## src/rtl/jtdd_snd_mixn.sv

```systemverilog
// jtdd_snd_mixn: time-multiplexed N-channel audio mixer.
// One shared multiplier walks the channels one per clock. The gain-weighted
// sum is scaled to the output width, saturated, and held until the next frame.
// Gains are double-buffered: CPU writes land in the shadow bank, and the frame
// only sees the active bank, which is refreshed when a frame starts.
//
// Frame timing (cycle 0 = clk in which cen is sampled high in IDLE):
//   cycles 1..CH  : ACC, one product per clock
//   cycle  CH+1   : SCALE, mixed/sample already valid (registered at the last ACC edge)
//   cycle  CH+2   : back in IDLE, a new cen is accepted
// Handshake: cen is a fire-and-forget strobe. It is only accepted while busy=0;
// a strobe seen while busy=1 is dropped and does not disturb the running frame.
module jtdd_snd_mixn #(
  parameter int          CH   = 4,
  parameter int          W    = 16,
  parameter int          WOUT = 16,
  parameter logic [7:0]  GDEF = 8'h10,
  localparam int         AB   = $clog2(CH)
) (
  input  logic                 clk,
  input  logic                 rst_n,
  input  logic                 cen,
  input  logic [CH*W-1:0]      ch,
  input  logic                 gain_we,
  input  logic [AB-1:0]        gain_addr,
  input  logic [7:0]           gain_din,
  input  logic                 clip_clr,
  output logic [WOUT-1:0]      mixed,
  output logic                 sample,
  output logic                 busy,
  output logic                 clip,
  output logic [1:0]           state_dbg
);

  // Accumulator sized so CH full-scale products at maximum gain cannot overflow
  localparam int AW = W + 9 + AB;
  // 4 fractional gain bits plus the input/output width reduction
  localparam int SH = 4 + W - WOUT;

  typedef enum logic [1:0] {
    S_IDLE  = 2'd0,
    S_ACC   = 2'd1,
    S_SCALE = 2'd2
  } state_t;

  state_t                  state_q, state_d;
  logic [AB-1:0]           idx_q, idx_d;
  logic signed [AW-1:0]    acc_q, acc_d;
  logic [CH*W-1:0]         snap_q, snap_d;
  logic [CH-1:0][7:0]      shadow_q, shadow_d;
  logic [CH-1:0][7:0]      active_q, active_d;
  logic [WOUT-1:0]         mixed_q, mixed_d;
  logic                    sample_q, sample_d;
  logic                    busy_q, busy_d;
  logic                    clip_q, clip_d;
  logic                    sat_q, sat_d;

  // Datapath intermediates
  logic signed [W-1:0]     cur_s;
  logic [7:0]              cur_g;
  logic signed [8:0]       cur_g9;
  logic signed [W+8:0]     prod;
  logic signed [AW-1:0]    acc_sum;
  logic signed [AW-1:0]    shifted;
  logic [AW-WOUT:0]        hi_bits;
  logic                    sat_pos, sat_neg;
  logic [WOUT-1:0]         sat_out;

  assign mixed     = mixed_q;
  assign sample    = sample_q;
  assign busy      = busy_q;
  assign clip      = clip_q;
  assign state_dbg = state_q;

  // Channel select, multiply-accumulate and scale/saturate of the running sum
  always_comb begin
    cur_s = snap_q[W-1:0];
    cur_g = active_q[0];
    for (int i = 0; i < CH; i++) begin
      if (idx_q == AB'(i)) begin
        cur_s = snap_q[i*W +: W];
        cur_g = active_q[i];
      end
    end
    cur_g9  = {1'b0, cur_g};
    prod    = cur_s * cur_g9;
    acc_sum = acc_q + AW'(prod);
    shifted = acc_sum >>> SH;
    hi_bits = shifted[AW-1:WOUT-1];
    sat_pos = !shifted[AW-1] && (|hi_bits);
    sat_neg =  shifted[AW-1] && !(&hi_bits);
    if (sat_pos) begin
      sat_out = {1'b0, {(WOUT-1){1'b1}}};
    end else if (sat_neg) begin
      sat_out = {1'b1, {(WOUT-1){1'b0}}};
    end else begin
      sat_out = shifted[WOUT-1:0];
    end
  end

  // Next-state logic: gain file writes, frame sequencing and clip flag
  always_comb begin
    state_d  = state_q;
    idx_d    = idx_q;
    acc_d    = acc_q;
    snap_d   = snap_q;
    shadow_d = shadow_q;
    active_d = active_q;
    mixed_d  = mixed_q;
    sample_d = 1'b0;
    busy_d   = busy_q;
    clip_d   = clip_q;
    sat_d    = sat_q;

    // Out-of-range addresses match no channel and are dropped
    for (int i = 0; i < CH; i++) begin
      if (gain_we && (gain_addr == AB'(i))) begin
        shadow_d[i] = gain_din;
      end
    end

    if (clip_clr) begin
      clip_d = 1'b0;
    end

    case (state_q)
      S_IDLE: begin
        if (cen) begin
          snap_d   = ch;
          active_d = shadow_d;
          acc_d    = '0;
          idx_d    = '0;
          busy_d   = 1'b1;
          state_d  = S_ACC;
        end
      end
      S_ACC: begin
        acc_d = acc_sum;
        idx_d = idx_q + 1'b1;
        if (idx_q == AB'(CH-1)) begin
          // Last product: the output is registered now so it is visible in SCALE
          idx_d    = '0;
          mixed_d  = sat_out;
          sample_d = 1'b1;
          sat_d    = sat_pos | sat_neg;
          if (sat_pos | sat_neg) begin
            clip_d = 1'b1;
          end
          state_d  = S_SCALE;
        end
      end
      S_SCALE: begin
        // Re-assert clip so a clear arriving in the SCALE clock still loses
        if (sat_q) begin
          clip_d = 1'b1;
        end
        busy_d  = 1'b0;
        state_d = S_IDLE;
      end
      default: begin
        busy_d  = 1'b0;
        state_d = S_IDLE;
      end
    endcase
  end

  // State registers, asynchronous active-low reset
  always_ff @(posedge clk or negedge rst_n) begin
    if (!rst_n) begin
      state_q  <= S_IDLE;
      idx_q    <= '0;
      acc_q    <= '0;
      snap_q   <= '0;
      shadow_q <= {CH{GDEF}};
      active_q <= {CH{GDEF}};
      mixed_q  <= '0;
      sample_q <= 1'b0;
      busy_q   <= 1'b0;
      clip_q   <= 1'b0;
      sat_q    <= 1'b0;
    end else begin
      state_q  <= state_d;
      idx_q    <= idx_d;
      acc_q    <= acc_d;
      snap_q   <= snap_d;
      shadow_q <= shadow_d;
      active_q <= active_d;
      mixed_q  <= mixed_d;
      sample_q <= sample_d;
      busy_q   <= busy_d;
      clip_q   <= clip_d;
      sat_q    <= sat_d;
    end
  end

endmodule

```

## config.mk

```make
export PLATFORM = sky130hd
export DESIGN_NAME = jtdd_snd_mixn
export DESIGN_NICKNAME = d
export VERILOG_FILES = /design/src/rtl/jtdd_snd_mixn.sv
export SDC_FILE = /design/constraint.sdc
export NUM_CORES = 1
export LEC_CHECK = 0
export ABC_AREA = 1
export BUFFER_PORTS_ARGS = -buffer_cell sky130_fd_sc_hd__buf_2
export CELL_PAD_IN_SITES_DETAIL_PLACEMENT = 1
export CELL_PAD_IN_SITES_GLOBAL_PLACEMENT = 1
export CORE_AREA = 2 2 170 172
export CTS_CLUSTER_DIAMETER = 150
export DETAILED_ROUTE_END_ITERATION = 10
export DIE_AREA = 0 0 172 174
export PLACE_DENSITY_LB_ADDON = 0.05
export SKIP_CTS_REPAIR_TIMING = 1
export SLEW_MARGIN = 20
export SYNTH_ARGS = -nofsm -noshare
export SYNTH_HDL_FRONTEND = slang
export SYNTH_SLANG_ARGS = --single-unit
```

## constraint.sdc

```tcl
create_clock -name clk -period 10.05 [get_ports clk]
set_input_delay 2.01 -clock clk [delete_from_list [all_inputs] [get_ports clk]]
set_output_delay 2.01 -clock clk [all_outputs]
set_load 0.01 [all_outputs]
```

==> out/qor.yml, run 1 <==
status: "completed"
setup_tns_ps: 0
clkTransAtPathRegs_ps: 80
cts_buffer_depth: 2
utilization: 0.541
r2r_slack_ps: 2120
htreeDepth: 4
start_util: 0.490
required_ps: 10360
hold_depth: 2
firstDrtPassIters: 5
worst_pin_slew_ps: 1010
hold_ws_ps: 474
dieArea_sq_um: 29900
crit_family: "adder cells"
antenna_found_initial: 0
synth.distinct_cells: 40
cts_root_buffer: "clkbuf_16"
cp-startpoint: "idx_q[0]$_DFFE_PN0P_"
end_kind: "register"
die_w_um: 172
period_minus_slack_ps: 7930
ys_seq_area_frac: 0.324
crit_fanout: 19
cts_num_sinks: 179
wire_per_inst_um: 17.4
worstSkewPairLatency_ps: 460
max_cap_viol_count: 0
critPathMaxStageDelay_ps: 780
drtIter0Drc: 542
synth_area_per_cell_sq_um: 7.82
worst-setup-path-type: "reg2reg"
start_kind: "register"
hold_class: "reg2reg"
io_pins: 100
finalCritPeriodShare: 0.789
multiInputGateArea_sq_um: 7750
r2r_cells: 28
core_area_sq_um: 28200
final_max_slew_viol_count: 0
place_congestion: 0.871
yosysWarnings: 0
grt_max_degree: 129
worstHoldStart: "active_q[20]$_DFFE_PN1P_"
drtAntennaViolNets: 0
r2r_start: "idx_q[0]$_DFFE_PN0P_"
grt_pass1_wl_mm: 64.7
cts_buffers: 17
ys_ff_latch: 179
final_common_cell: "nand2_1"
antennaDiodeCount: 0
die_y_um: 174
worst_slew_margin_rel: 0.328
hold_end: "active_q[20]$_DFFE_PN1P_"
regArea_sq_um: 4490
synth.cell_area_sq_um: 13800
syn-num-nets: 2042
cts_tree: "done"
critPathSlowestCell: "o22ai_1"
finalSetupViolCount: 0
finalHoldViolations: 0
io_buffers: 99
critical_path_arrival_ps: 8240
dp_hpwl_mm: 29.3
worst-path-buf-inv: 5
rsz0062_at_grt: "no"
syn_inst: 1771
fp-row-count: 62
drt-vias-per-instance: 5.13
nets: 2114
fillers: 3584
skew_ps: 16.5
drc: 0
cpMostUsedCell: "nand2_1"
drive_above_1_share: 0.105
fmax_mhz: 126
via_count: 11500
wirelength_mm: 39.0
synthToLayoutAreaGrowth_pct: 10.4
reg2reg_to: "mixed[0]$_DFFE_PN0P_"
grt-ovfl-total: 0
grt_pass1_vias: 12700
final_cell_mix: "nand2_1 (584), inv_1 (366), dfrtp_1 (171)"
grt_usage: 0.280
-- state kept, by name, summed over array words and instances, names as in the netlist --
signal	flops
snap_q	64
active_q	32
shadow_q	32
acc_q	27
mixed	16
idx_q	2
state_dbg	2
busy	1
clip	1
sample	1
sat_q	1
-- per-layer routing --
layer	up-vias	GRT usage	routed length, um
met5	-	0	0
met1	5832	0.365	17400
met2	152	0.490	19900
met3	42	0.0387	1040
li1	5460	-	-
met4	0	0.0669	615
-- final cells by class --
type / instances / share of cell area
multi-input combinational: 1165 / 0.508
sequential: 179 / 0.294
inverter: 368 / 0.0905
timing repair buffer: 112 / 0.0395
tap: 384 / 0.0314
clock buffer: 17 / 0.0278
clock inverter: 15 / 0.00942
-- tightest hold or removal path, cell delays in order (launching register included) --
cell and delay, ps:
dfstp_2 380, nand2_1 60, nand2_1 50
-- cell usage after synthesis --
| cell | n | area (sq um) |
|---|---|---|
| nand2_1 | 585 | 2200 |
| inv_1 | 367 | 1380 |
| dfrtp_1 | 171 | 4280 |
| fa_1 | 127 | 2540 |
| o21ai_0 | 98 | 490 |
| nor2_1 | 71 | 267 |
| ha_1 | 65 | 813 |
| nand3_1 | 53 | 265 |
| clkbuf_1 | 51 | 191 |
| a21oi_1 | 46 | 230 |
| o22ai_1 | 20 | 125 |
| a22oi_1 | 18 | 135 |
| xor2_1 | 13 | 114 |
| nand4_1 | 12 | 75.1 |
| a21oi_2 | 10 | 87.6 |
| nand2_2 | 9 | 56.3 |
| dfstp_2 | 8 | 210 |
| nor2_2 | 7 | 43.8 |
| xnor2_1 | 7 | 61.3 |
| buf_1 | 5 | 18.8 |
| o21bai_1 | 3 | 22.5 |
| buf_6 | 2 | 22.5 |
| nand3_2 | 2 | 20.0 |
| nand3b_4 | 2 | 40.0 |
| nor2_4 | 2 | 22.5 |
| nor3_1 | 2 | 10.0 |
| o211ai_1 | 2 | 15.0 |
| a21oi_4 | 1 | 16.3 |
| a31o_2 | 1 | 8.76 |
| a31oi_1 | 1 | 6.26 |
| and2_1 | 1 | 6.26 |
| buf_2 | 1 | 5.00 |
| clkinv_1 | 1 | 3.75 |
| nand2_4 | 1 | 11.3 |
| nor3_2 | 1 | 10.0 |
| nor4_1 | 1 | 6.26 |
| o21a_1 | 1 | 7.51 |
| or2_1 | 1 | 6.26 |
| or2_2 | 1 | 6.26 |
| xnor2_2 | 1 | 16.3 |
-- per-stage QoR --
stage	area, sq um	setup slack [ps]	cells
after global routing	15300	1450	2240
after detailed placement	14700	2180	2208
final	15300	2120	2240
after CTS	15300	2070	2240
after floorplan	13800	3410	1771
after global placement	14700	2450	2208
-- cells by family (layout without fill, tap and decap cells) --
logic type	Yosys count	after routing	share of synthesized area
adder cells (fa/ha/maj)	192	192	0.242
AO/OA/AOI/OAI	201	201	0.0827
buffers and inverters	427	512	0.117
flip-flops	179	179	0.324
AND/OR/NAND/NOR	751	751	0.220
XOR/XNOR	21	21	0.0138
-- how the worst max path moves through the flow --
stage,to,slack (ps),cells past startpoint
6_report,mixed[0]$_DFFE_PN0P_,2120,28
5_1_grt,mixed[2]$_DFFE_PN0P_,1450,31
4_1_cts,mixed[0]$_DFFE_PN0P_,2070,31
3_5_place_dp,mixed[3]$_DFFE_PN0P_,2180,31
3_3_place_gp,mixed[1]$_DFFE_PN0P_,2450,31
2_1_floorplan,mixed[10]$_DFFE_PN0P_,3410,35
Power of run 1 is not shown: default switching activity piles up to over one toggle a cycle in this logic, so the estimate is an artifact.
==> inputs of run 2 (changes only) <==
--- a/config.mk
+++ b/config.mk
@@ -5,14 +5,14 @@
 export SDC_FILE = /design/constraint.sdc
 export NUM_CORES = 1
 export LEC_CHECK = 0
-export ABC_AREA = 1
+export ABC_AREA = 0
 export BUFFER_PORTS_ARGS = -buffer_cell sky130_fd_sc_hd__buf_2
 export CELL_PAD_IN_SITES_DETAIL_PLACEMENT = 1
 export CELL_PAD_IN_SITES_GLOBAL_PLACEMENT = 1
-export CORE_AREA = 2 2 170 172
+export CORE_AREA = 2 2 169 171
 export CTS_CLUSTER_DIAMETER = 150
 export DETAILED_ROUTE_END_ITERATION = 10
-export DIE_AREA = 0 0 172 174
+export DIE_AREA = 0 0 171 173
 export PLACE_DENSITY_LB_ADDON = 0.05
 export SKIP_CTS_REPAIR_TIMING = 1
 export SLEW_MARGIN = 20
==> constraint.sdc (replaced) <==
create_clock -name clk -period 7.7 [get_ports clk]
set_input_delay 1.54 -clock clk [delete_from_list [all_inputs] [get_ports clk]]
set_output_delay 1.54 -clock clk [all_outputs]
set_load 0.01 [all_outputs]
==> out/qor.yml, run 2 <==
critical_path_arrival_ps: 7690  # -550 ps
finalSetupViolCount: 0  # unchanged
status: "completed"
grt_pass1_wl_mm: 56.1  # -13%
start_util: 0.486  # -0.00438
fmax_mhz: 136  # +7.6%
crit_family: "adder cells"
firstDrtPassIters: 5  # unchanged
synth.distinct_cells: 64  # +60%
end_kind: "register"
synth_top_cell_area_share: 0.319  # +0.00965
post_dp_cell_area_sq_um: 14400  # -2.1%
synthArstFlopShare: 1.00  # unchanged
antenna_found_initial: 0  # unchanged
cpMostUsedCell: "fa_1"
largestRegisters: "snap_q x64, active_q x32, shadow_q x32"
drtAntennaViolNets: 0  # unchanged
wirelength_mm: 34.9  # -10%
crit_fanout: 21  # +2
finalCritPeriodShare: 0.957  # +0.168
cts_buffers: 17  # unchanged
io_buffers: 99  # unchanged
cts_root_buffer: "clkbuf_16"
wire_per_inst_um: 19.5  # +12%
worst-path-buf-inv: 3  # -2
syn_inst: 1306  # -26%
final_cell_mix: "inv_1 (183), dfrtp_1 (170), mux2_2 (128)"
setup_tns_ps: 0  # unchanged
final_cells: 1788  # -20%
period_minus_slack_ps: 7370  # -563 ps
synthToLayoutAreaGrowth_pct: 13.2
dp_cells: 1754  # -21%
drive_above_1_share: 0.252  # +0.147
drt-vias-per-instance: 5.45  # +6.4%
regArea_sq_um: 4490  # about the same
crit_chain: "inv_1 -> ha_4 -> buf_8 -> mux2i_1 -> or2_2 -> a21oi_1 -> a21oi_2 -> or2_2 -> fa_1 -> fa_1 -> inv_1 -> fa_1 -> fa_1 -> fa_1 -> ha_1 -> a21oi_1 -> o21ai_0 -> a211oi_1 -> nor2_1 -> or3_1 -> and4b_4 -> a31oi_2 -> o31ai_1"
io_pins: 100  # unchanged
critPathMaxStageDelay_ps: 550  # -230 ps
place_congestion: 0.872  # +0.10%
worstHoldStart: "mixed[15]$_DFFE_PN0P_"
final_area_sq_um: 15200  # -0.59%
grt-busiest-layer: "met2"
clkTransAtPathRegs_ps: 80  # about the same
final_common_cell: "inv_1"
synth_edf_count: 0  # unchanged
core_area_sq_um: 27600  # -2.2%
start_kind: "register"
cts_tree: "done"
synth_ff_type: "dfrtp_1"
nets: 1668  # -21%
synth.most_common_cell: "inv_1"
grt_pass1_vias: 10700  # -16%
largest_register_ffs: 64  # unchanged
die_y_um: 173  # -0.57%
synth.top_cells.by_count: "inv_1 (183), dfrtp_1 (171), mux2_2 (128), fa_1 (127), nor2_1 (118)"
grt_max_degree: 88  # -32%
ys_ff_latch: 179  # unchanged
r2r_slack_ps: 330  # -1790 ps
multiInputGateArea_sq_um: 8240  # +6.2%
fp-row-count: 61  # -1.6%
skew_ps: 8.65  # -7.82 ps
dp_hpwl_mm: 26.1  # -11%
grt-ovfl-total: 0  # unchanged
drtIter0Drc: 619  # +14%
r2r_start: "idx_q[1]$_DFFE_PN0P_"
cts_buffer_depth: 2  # unchanged
cts_num_sinks: 179  # unchanged
use_met3: 0.0391  # +0.000433
finalHoldViolations: 0  # unchanged
worstSkewPairLatency_ps: 460  # about the same
final_max_slew_viol_count: 0  # unchanged
worst_slew_margin_rel: 0.273  # -0.0549
dieArea_sq_um: 29600  # -1.2%
synth_top_area_cell: "dfrtp_1"
gr-usage-met2: 0.419  # -0.0718
top_register: "snap_q"
via_count: 9751  # -15%
synth.cell_area_sq_um: 13400  # -3.0%
met1_usage: 0.327  # -0.0381
ys_seq_area_frac: 0.334  # +0.0101
grt_usage: 0.245  # -0.0345
fillers: 3071  # -14%
critPathSlowestCell: "fa_1"
max_cap_viol_count: 0  # unchanged
synth_area_per_cell_sq_um: 10.3  # +31%
synthTopCellsByArea: "dfrtp_1 (32%), fa_1 (19%), mux2_2 (11%)"
yosysWarnings: 0  # unchanged
r2r_cells: 23  # -18%
hold_class: "reg2reg"
hold_end: "mixed[15]$_DFFE_PN0P_"
htreeDepth: 4  # unchanged
reg2reg_to: "mixed[4]$_DFFE_PN0P_"
worst_pin_slew_ps: 1090  # +79.6 ps
utilization: 0.550  # +0.00865
antennaDiodeCount: 0  # unchanged
drc: 0  # unchanged
syn-num-nets: 1577  # -23%
worst-setup-path-type: "reg2reg"
required_ps: 8020  # -2340 ps
die_w_um: 171  # -0.58%
hold_depth: 2  # unchanged
==> run 2: cell types whose count changed in the layout (fill, tap and decap cells not counted), sizes merged, moves of 15 or more <==
| cell | before | now |
|---|---|---|
| nand3 | 55 | 2 |
| o21ai | 98 | 39 |
| o22ai | 20 | 0 |
| nand2 | 595 | 115 |
| a211oi | 0 | 17 |
| a22o | 0 | 15 |
| a22oi | 18 | 0 |
| nor2b | 0 | 28 |
| nor2 | 80 | 118 |
| mux2 | 0 | 128 |
| o31ai | 0 | 25 |
| inv | 374 | 191 |
==> run 2: final cells by class <==
cell class                 count  share of cell area
clock inverter                14              0.0106
clock buffer                  18              0.0283
multi-input combinational    890               0.542
inverter                     183              0.0452
timing repair buffer         126              0.0469
sequential                   179               0.296
tap                          378              0.0311
==> run 2: through the flow <==
step	hold slack, ps	worst slack, ps
CTS	485	-134
finish	479	333
global route	510	-17.9
global placement	459	67.6
detailed placement	468	-62.5
floorplan	450	570
==> run 2: per-layer routing <==
metal | vias up | routed length, um
met5 | - | 0
met1 | 5070 | 15300
li1 | 4481 | -
met2 | 159 | 17800
met3 | 41 | 1210
met4 | 0 | 515
==> run 2: cell families after synthesis <==
| logic type | count (synthesis) | synth area share |
|---|---|---|
| AO/OA/AOI/OAI | 218 | 0.111 |
| AND/OR/NAND/NOR | 315 | 0.104 |
| flip-flops | 179 | 0.334 |
| adder cells (fa/ha/maj) | 192 | 0.250 |
| XOR/XNOR | 22 | 0.0144 |
| buffers and inverters | 238 | 0.0682 |
| multiplexers | 142 | 0.118 |
==> run 2: worst max-delay path by stage <==
stage                                    start               endpoint  slack, ps  cells past startpoint
after floorplan           idx_q[1]$_DFFE_PN0P_  mixed[10]$_DFFE_PN0P_        570                     29
after global placement    idx_q[1]$_DFFE_PN0P_   mixed[8]$_DFFE_PN0P_         70                     25
after CTS                 idx_q[1]$_DFFE_PN0P_      sat_q$_DFFE_PN0P_       -130                     25
after global routing      idx_q[0]$_DFFE_PN0P_   mixed[7]$_DFFE_PN0P_        -20                     26
final                     idx_q[1]$_DFFE_PN0P_   mixed[4]$_DFFE_PN0P_        330                     23
after detailed placement  idx_q[1]$_DFFE_PN0P_      sat_q$_DFFE_PN0P_        -60                     23
==> run 2: worst reg2reg max path, delay by kind of cell (launching register included) <==
| family | cells | cell delay [ps] |
|---|---|---|
| flip-flops | 1 | 440 |
| buffers and inverters | 3 | 410 |
| multiplexers | 1 | 90 |
| AND/OR/NAND/NOR | 5 | 1360 |
| AO/OA/AOI/OAI | 7 | 1800 |
| adder cells (fa/ha/maj) | 7 | 3140 |
Power of run 2 is left out for the same reason.
==> inputs of run 3 (changes only) <==
--- a/config.mk
+++ b/config.mk
@@ -5,15 +5,16 @@
 export SDC_FILE = /design/constraint.sdc
 export NUM_CORES = 1
 export LEC_CHECK = 0
-export ABC_AREA = 0
+export ABC_AREA = 1
 export BUFFER_PORTS_ARGS = -buffer_cell sky130_fd_sc_hd__buf_2
 export CELL_PAD_IN_SITES_DETAIL_PLACEMENT = 1
 export CELL_PAD_IN_SITES_GLOBAL_PLACEMENT = 1
-export CORE_AREA = 2 2 169 171
+export CORE_AREA = 2 2 177 179
 export CTS_CLUSTER_DIAMETER = 150
 export DETAILED_ROUTE_END_ITERATION = 10
-export DIE_AREA = 0 0 171 173
+export DIE_AREA = 0 0 179 181
 export PLACE_DENSITY_LB_ADDON = 0.05
+export RECOVER_POWER = 50
 export SKIP_CTS_REPAIR_TIMING = 1
 export SLEW_MARGIN = 20
 export SYNTH_ARGS = -nofsm -noshare
==> out/qor.yml, run 3 (same netlist as run 1, synthesis figures left out) <==
worst-path-buf-inv: 8  # +5
worst-setup-path-type: "reg2reg"
dp_hpwl_mm: 29.5  # +13%
final_cell_mix: "nand2_1 (585), inv_1 (365), dfrtp_1 (171)"
skew_ps: 9.28  # +0.633 ps
antenna_found_initial: 0  # unchanged
r2r_slack_ps: 530  # +190 ps
end_kind: "register"
crit_fanout: 16  # -24%
largest_register_ffs: 64  # unchanged
start_kind: "register"
cts_tree: "done"
rsz0062_at_grt: "no"
io_buffers: 99  # unchanged
cp-startpoint: "idx_q[1]$_DFFE_PN0P_"
required_ps: 8030  # about the same
max_cap_viol_count: 3  # +3
critPathSlowestCell: "fa_1"
largestRegisters: "snap_q x64, active_q x32, shadow_q x32"
cts_num_sinks: 179  # unchanged
drc: 0  # unchanged
final_max_slew_viol_count: 184  # +184
r2r_cells: 31  # +35%
core_area_sq_um: 30300  # +9.8%
htreeDepth: 4  # unchanged
drt-vias-per-instance: 5.01  # -8.1%
grt_usage: 0.258  # +0.0126
start_util: 0.456  # -0.0297
dieArea_sq_um: 32400  # +9.5%
critPathMaxStageDelay_ps: 550  # about the same
fillers: 3835  # +25%
fmax_mhz: 139  # +2.7%
place_congestion: 0.901  # +3.3%
grt_pass1_vias: 12900  # +21%
cts_buffers: 17  # unchanged
period_minus_slack_ps: 7170  # -194 ps
nets: 2123  # +27%
wire_per_inst_um: 16.8  # -14%
finalCritPeriodShare: 0.932  # -0.0252
grt-ovfl-total: 0  # unchanged
die_y_um: 181  # +4.6%
synthToLayoutAreaGrowth_pct: 11.3
worst_slack_ps: 527  # +194 ps
finalSetupViolCount: 0  # unchanged
cts_buffer_depth: 2  # unchanged
hold_class: "reg2reg"
worst_slew_margin_rel: -0.934  # -1.21
worst_pin_slew_ps: 2900  # +1810 ps
reg2reg_to: "clip$_DFF_PN0_"
cts_root_buffer: "clkbuf_16"
antennaDiodeCount: 0  # unchanged
clkTransAtPathRegs_ps: 70  # about the same
wirelength_mm: 38.0  # +9.0%
crit_path_end: "clip$_DFF_PN0_"
cpMostUsedCell: "nand2_1"
final_common_cell: "nand2_1"
io_pins: 100  # unchanged
r2r_start: "idx_q[1]$_DFFE_PN0P_"
place_ws_ps: 261  # +323 ps
cp.depth: 31  # +35%
fp-row-count: 64  # +4.9%
drive_above_1_share: 0.108  # -0.145
die_w_um: 179  # +4.7%
firstDrtPassIters: 4  # -1
setup_tns_ps: 0  # unchanged
drtIter0Drc: 559  # -9.7%
violations: "capacitance limit, slew limit"
drtAntennaViolNets: 0  # unchanged
status: "finished, violations left"
via_count: 11300  # +16%
grt_max_degree: 105  # +19%
critical_path_arrival_ps: 7500  # -190 ps
finalHoldViolations: 0  # unchanged
grt_pass1_wl_mm: 64.9  # +16%
worstSkewPairLatency_ps: 460  # about the same
crit_family: "adder cells"
top_register: "snap_q"
-- run 3: worst min-delay path by stage --
stage | from | end | slack [ps] | depth (start not counted)
6_report | active_q[12]$_DFFE_PN1P_ | active_q[12]$_DFFE_PN1P_ | 470 | 2
5_1_grt | active_q[12]$_DFFE_PN1P_ | active_q[12]$_DFFE_PN1P_ | 490 | 2
4_1_cts | active_q[12]$_DFFE_PN1P_ | active_q[12]$_DFFE_PN1P_ | 480 | 2
3_5_place_dp | snap_q[21]$_DFFE_PN0P_ | snap_q[21]$_DFFE_PN0P_ | 470 | 2
3_3_place_gp | active_q[20]$_DFFE_PN1P_ | active_q[20]$_DFFE_PN1P_ | 460 | 2
2_1_floorplan | active_q[17]$_DFFE_PN0P_ | active_q[17]$_DFFE_PN0P_ | 440 | 2
-- run 3: tightest hold or removal path: cells and delay by family (launching register included) --
family        cells  cell delay, ps
simple gates      2             110
flops             1             370
-- run 3: final cells by class --
cell class | count | area, sq um | area share
multi-input cells | 1165 | 7740 | 0.503
clock buffers | 17 | 425 | 0.0276
clock inverters | 15 | 200 | 0.0130
repair buffers | 121 | 667 | 0.0433
flip-flops and latches | 179 | 4490 | 0.291
inverters | 368 | 1380 | 0.0897
well taps | 396 | 495 | 0.0322
-- run 3: per-layer routing --
metal	routed length, um	GRT usage	vias up
li1	-	-	5478
met1	17500	0.342	5652
met2	18900	0.443	145
met3	867	0.0332	54
met4	752	0.0657	0
met5	0	0	-
-- run 3: through the flow --
step	util	hold slack [ps]	area, sq um	instances
2_1_floorplan	-	444	13800	1771
3_3_place_gp	0.487	461	14800	2228
3_5_place_dp	0.487	465	14800	2228
4_1_cts	0.507	478	15400	2260
5_1_grt	0.508	488	15400	2261
6_report	0.508	474	15400	2261
Power of run 3 is left out for the same reason.
